===== src/rtl/tone_mixer_axis.sv =====
// tone_mixer_axis
// Multi-voice tone synthesiser feeding the tx AXI-stream sink of the I2S2
// codec wrapper. Each frame latches the per-voice controls, mixes one sample
// per voice serially, scales the mix, then sends it as a left word followed by
// a right word (last_o set on the right word). Phases advance once per frame.
//
// Optional feature: define MIXER_SATURATE_EN to clamp the raw mix to the
// sample range instead of dividing it by the voice count.
//
// Handshake: a word transfers on a rising edge where valid_o && ready_i.
// valid_o, data_o and last_o are registered and stay stable while
// valid_o=1 and ready_i=0; valid_o only drops after its handshake.
//
// Ports:
//   clk_i      clock (axis domain)
//   reset_i    asynchronous active-high reset
//   fstep_i    per-voice phase increment, voice k at [k*phase_width_p +: phase_width_p]
//   wave_i     per-voice waveform, 00 silent, 01 square, 10 saw, 11 triangle
//   gate_i     per-voice enable
//   ready_i    AXIS sink ready
//   valid_o    AXIS valid
//   data_o     AXIS data, signed mixed sample
//   last_o     AXIS last, 1 on the right-channel word
//   state_dbg  current FSM state (LATCH=0 .. ADVANCE=5)
module tone_mixer_axis #(
   parameter int voices_p      = 4,
   parameter int width_p       = 24,
   parameter int phase_width_p = 32
) (
   input  logic                                clk_i,
   input  logic                                reset_i,
   input  logic [voices_p*phase_width_p-1:0]   fstep_i,
   input  logic [voices_p*2-1:0]               wave_i,
   input  logic [voices_p-1:0]                 gate_i,
   input  logic                                ready_i,
   output logic                                valid_o,
   output logic [width_p-1:0]                  data_o,
   output logic                                last_o,
   output logic [2:0]                          state_dbg
);

   localparam int lg_c    = $clog2(voices_p);
   localparam int acc_w_c = width_p + lg_c;
   localparam int idx_w_c = (lg_c > 0) ? lg_c : 1;
   localparam logic [idx_w_c-1:0] last_idx_c = idx_w_c'(voices_p - 1);

   typedef enum logic [2:0] {
      LATCH   = 3'd0,
      ACCUM   = 3'd1,
      SCALE   = 3'd2,
      SEND_L  = 3'd3,
      SEND_R  = 3'd4,
      ADVANCE = 3'd5
   } state_t;

   state_t                             state;
   logic [idx_w_c-1:0]                 idx;
   logic [phase_width_p-1:0]           phase [voices_p];
   logic [voices_p*phase_width_p-1:0]  fstep_sh;
   logic [voices_p*2-1:0]              wave_sh;
   logic [voices_p-1:0]                gate_sh;
   logic signed [acc_w_c-1:0]          acc;
   logic signed [width_p-1:0]          cur_sample;
   logic [width_p-1:0]                 mix;

   assign state_dbg = state;

   // p is the top width_p bits of the phase; its MSB is the half-cycle flag.
   function automatic logic signed [width_p-1:0] voice_sample(
      input logic [width_p-1:0] p,
      input logic [1:0]         wave,
      input logic               gate
   );
      logic               m;
      logic [width_p-1:0] t;
      m = p[width_p-1];
      // Triangle folds the second half-cycle back down, doubling the slope.
      t = m ? {~p[width_p-2:0], 1'b0} : {p[width_p-2:0], 1'b0};
      voice_sample = '0;
      if (gate) begin
         case (wave)
            2'b01:   voice_sample = m ? {1'b1, {(width_p-1){1'b0}}}
                                      : {1'b0, {(width_p-1){1'b1}}};
            2'b10:   voice_sample = {~m, p[width_p-2:0]};
            2'b11:   voice_sample = {~t[width_p-1], t[width_p-2:0]};
            default: voice_sample = '0;
         endcase
      end
   endfunction

   always_comb begin
      cur_sample = voice_sample(phase[idx][phase_width_p-1 -: width_p],
                                wave_sh[idx*2 +: 2], gate_sh[idx]);
   end

`ifdef MIXER_SATURATE_EN
   localparam logic signed [acc_w_c-1:0] sat_max_c =
      {{(acc_w_c-width_p+1){1'b0}}, {(width_p-1){1'b1}}};
   localparam logic signed [acc_w_c-1:0] sat_min_c =
      {{(acc_w_c-width_p+1){1'b1}}, {(width_p-1){1'b0}}};

   always_comb begin
      mix = width_p'(acc);
      if (acc > sat_max_c)      mix = width_p'(sat_max_c);
      else if (acc < sat_min_c) mix = width_p'(sat_min_c);
   end
`else
   // Divide by the voice count so a full-scale mix can never wrap.
   always_comb begin
      mix = width_p'(acc >>> lg_c);
   end
`endif

   always_ff @(posedge clk_i or posedge reset_i) begin
      if (reset_i) begin
         state    <= LATCH;
         idx      <= '0;
         acc      <= '0;
         valid_o  <= 1'b0;
         data_o   <= '0;
         last_o   <= 1'b0;
         fstep_sh <= '0;
         wave_sh  <= '0;
         gate_sh  <= '0;
         for (int k = 0; k < voices_p; k++) phase[k] <= '0;
      end else begin
         case (state)
            LATCH: begin
               fstep_sh <= fstep_i;
               wave_sh  <= wave_i;
               gate_sh  <= gate_i;
               acc      <= '0;
               idx      <= '0;
               state    <= ACCUM;
            end
            ACCUM: begin
               acc <= acc + acc_w_c'(cur_sample);
               idx <= idx + idx_w_c'(1);
               if (idx == last_idx_c) state <= SCALE;
            end
            SCALE: begin
               data_o  <= mix;
               valid_o <= 1'b1;
               last_o  <= 1'b0;
               state   <= SEND_L;
            end
            SEND_L: begin
               if (ready_i) begin
                  last_o <= 1'b1;
                  state  <= SEND_R;
               end
            end
            SEND_R: begin
               if (ready_i) begin
                  valid_o <= 1'b0;
                  last_o  <= 1'b0;
                  state   <= ADVANCE;
               end
            end
            ADVANCE: begin
               for (int k = 0; k < voices_p; k++) begin
                  phase[k] <= gate_sh[k] ? phase[k] + fstep_sh[k*phase_width_p +: phase_width_p]
                                         : '0;
               end
               state <= LATCH;
            end
            default: state <= LATCH;
         endcase
      end
   end

endmodule

===== config.mk =====
export PLATFORM = sky130hd
export DESIGN_NAME = tone_mixer_axis
export DESIGN_NICKNAME = d
export VERILOG_FILES = /design/src/rtl/tone_mixer_axis.sv
export SDC_FILE = /design/constraint.sdc
export NUM_CORES = 1
export LEC_CHECK = 0
export ABC_AREA = 1
export CORE_MARGIN = 1.5
export CORE_UTILIZATION = 30
export DETAILED_ROUTE_END_ITERATION = 16
export PLACE_DENSITY_LB_ADDON = 0.3
export SYNTH_ARGS = -nofsm -noshare
export SYNTH_HDL_FRONTEND = slang
export SYNTH_SLANG_ARGS = --single-unit

===== constraint.sdc =====
create_clock -name clk_i -period 34.7 [get_ports clk_i]
set_input_delay 10.41 -clock clk_i [delete_from_list [all_inputs] [get_ports clk_i]]
set_output_delay 10.41 -clock clk_i [all_outputs]
set_load 0.05 [all_outputs]

==> results.json <==
{
  "synth-edff-count": 0,
  "hold_viol": 0,
  "hold_end": "data_o[10]",
  "initial_core_util_pct": 30.3,
  "cpPeakStageDelay_ns": 0.85,
  "start_kind": "flop",
  "drv_slew": 0,
  "finalCriticalPeriod_ns": 12.32,
  "r2r_slack_ns": 29.02,
  "required_ns": 24.29,
  "fin_setup_tns_ns": 0,
  "clock_latency_ns": 0.59,
  "clk_pin_slew_ns": 0.05,
  "netlist_top_cells_area": "dfrtp_1 36%, nand2_1 15%, ha_1 8.3%",
  "fin_nets": 3503,
  "rsz0062_at_grt": "false",
  "ctsHoldBuffers": 0,
  "cts_buffers": 43,
  "die_area_um2": 77000,
  "cts_buffer_depth": 3,
  "p_seq_share_pct": 23.7,
  "min_period_over_period_pct": 35.5,
  "clock-root-buffer": "clkbuf_16",
  "htree_levels": 2,
  "syn_area_per_cell_um2": 7.40,
  "setup_slack_ns": 22.38,
  "critPathSlowestCell": "clkdlybuf4s50_1",
  "syn_inst": 3051,
  "syn_area_um2": 22600,
  "arrival_ns": 1.91,
  "ios": 172,
  "worst-path-max-fanout": 8,
  "synth_seq_cells": 325,
  "min_path_type": "flop to flop",
  "wl_per_cell_um": 17.1,
  "viasPerCell": 4.89,
  "port_buffers": 171,
  "sw_frac_of_total_pct": 50.2,
  "maxCapViolCount": 0,
  "r2r_end": "acc[24]",
  "synth.top_cell.area_share_pct": 36.0,
  "crit_type": "flop to primary output",
  "dp_slack_ns": 22.19,
  "yosysMostFrequentCell": "nand2_1",
  "async_reset_ff_share_pct": 100,
  "drc": 0,
  "n_antenna_cell": 0,
  "cts.sinks": 325,
  "fmax_mhz": 81.2,
  "grt_antenna_before_repair": 0,
  "crit_chain": "clkdlybuf4s50_1",
  "yosys.area.top_type": "dfrtp_1",
  "peakVddDrop_mv": 0.0445,
  "coreArea_um2": 74400,
  "yosysUniqueCellTypes": 49,
  "crit_buf_inv": 1,
  "ant_nets": 0,
  "yosysSeqAreaShare_pct": 36.0,
  "cts_resized": 0,
  "cpLargestDelayFamily": "buffers and inverters",
  "num_rows": 100,
  "vias": 20600,
  "n_fill_cell": 7895,
  "endpoint_kind": "primary output",
  "worstMarginPinSlew_ns": 1.18,
  "cts_tree": "yes",
  "grt_pass1_wl_mm": 113,
  "synth-main-ff-cell": "dfrtp_1",
  "max_slew_margin_pct": 20.8,
  "layout-drive-gt1-share_pct": 8.18,
  "power_frac_comb_pct": 60.2,
  "grt_start_max_net_pins": 160,
  "p_leak_uw": 0.0128,
  "area_delta_synth_final_pct": 18.7,
  "drtIter0Drc": 1387,
  "status": "finished, final reports clean",
  "first_global_vias": 19700,
  "totalWireLength_mm": 72.1,
  "gp_congestion": 0.947,
  "fp.dieH_um": 277,
  "pwr_density_cell_nw_per_um2": 113,
  "cts_setup_buffers": 0,
  "grt_usage_pct": 18.6,
  "setup_violations": 0,
  "syn_nets": 3349,
  "holdPathStages": 2,
  "dp_hpwl_mm": 56.5,
  "synthTopCellsByCount": "878 x nand2_1, 331 x nor2_1, 325 x dfrtp_1",
  "reg2reg_from": "idx[0]",
  "grt_overflow": 0,
  "drtPass1Iterations": 6,
  "p_switching_uw": 1530,
  "p_clk_share_pct": 16.1,
  "ys_warn_count": 0,
  "min-delay-start": "data_o[10]",
  "internal_power_uw": 1510,
  "r2r_cells": 22,
  "die_width_um": 277,
  "finClkSkew_ns": 0.0255
}
## layer usage
layer / up-vias / wire [µm] / GRT usage (%)
met5: - / 0 / 0
met4: 0 / 2130 / 5.66
met3: 100 / 3200 / 2.91
met2: 419 / 32200 / 29.7
met1: 9499 / 34500 / 25.8
li1: 10500 / - / -
## tightest hold or removal path: stages, from the launching register on
cell and delay [ns]:
dfrtp_1 0.34, nand2_1 0.05, o21ai_0 0.05
## layout by cell type, fill, tap and decap left out, types with 14 or more instances in the layout
master           netlist  routed
a32o_1                23      23
dfrtp_1              325     324
nand3b_1              15      15
nand2_1              878     876
nor3_1                26      26
mux2_2               136     136
a21oi_1              249     249
a21o_1                15      15
o21ai_0              235     235
o22ai_1               17      17
inv_1                256     255
clkdlybuf4s50_1        0     171
nand3_1              166     166
o21bai_1              19      19
nor2_1               331     331
ha_1                 150     150
or2_2                 14      14
clkbuf_16              0      44
xor2_1                16      16
## power by group through the flow
stage	Clock, µW	Combinational (µW)	Sequential [µW]
3_5_place_dp	0	1820	727
5_1_grt	521	2070	738
2_1_floorplan	0	1360	677
6_report	490	1830	720
3_3_place_gp	0	1800	725
4_1_cts	506	1830	722
## cells by family (layout without fill, tap and decap cells)
logic type / count (synthesis) / after routing / share of synthesized area [%]
XOR/XNOR: 28 / 28 / 1.09
AND/OR/NAND/NOR: 1466 / 1466 / 26.3
flip-flops: 325 / 325 / 36.0
adder cells (fa/ha/maj): 155 / 155 / 8.75
multiplexers: 136 / 136 / 6.78
buffers and inverters: 337 / 525 / 6.15
AO/OA/AOI/OAI: 604 / 604 / 14.9
## how the worst max path moves through the flow
stage	from	depth (start not counted)	to	slack [ns]
after detailed placement	reset_i	3	idx[0]	22.19
after floorplan	reset_i	1	acc[0]	15.29
after CTS	state_dbg[1]	1	state_dbg[1]	22.35
after global placement	reset_i	3	idx[0]	22.22
final	state_dbg[1]	1	state_dbg[1]	22.38
after global routing	state_dbg[1]	1	state_dbg[1]	22.32
## registers in the layout, summed over array words and instances (netlist names)
register and count:
valid_o 1, phase 128, last_o 1, acc 26
wave_sh 8, data_o 24, state_dbg 3, idx 2
fstep_sh 128, gate_sh 4
## stage by stage
stage	utilization [%]	hold WS [ns]	instances	instance area, µm²	power (µW)
after global routing	36.0	0.511	4208	26800	3330
final	36.0	0.482	4208	26800	3040
after floorplan	-	0.458	3051	22600	2040
after CTS	36.0	0.489	4208	26800	3050
after detailed placement	33.9	0.476	4129	25200	2550
after global placement	33.9	0.469	4129	25200	2530
## layout make-up
class | count | area, µm² | share of cell area [%]
repair buffers | 185 | 1830 | 6.82
inverters | 261 | 992 | 3.70
multi-input cells | 2389 | 13100 | 48.8
well taps | 969 | 1210 | 4.52
clock inverters | 25 | 344 | 1.28
clock buffers | 54 | 1230 | 4.58
flip-flops and latches | 325 | 8130 | 30.3
No activity file was read; power rests on OpenSTA's default activity.
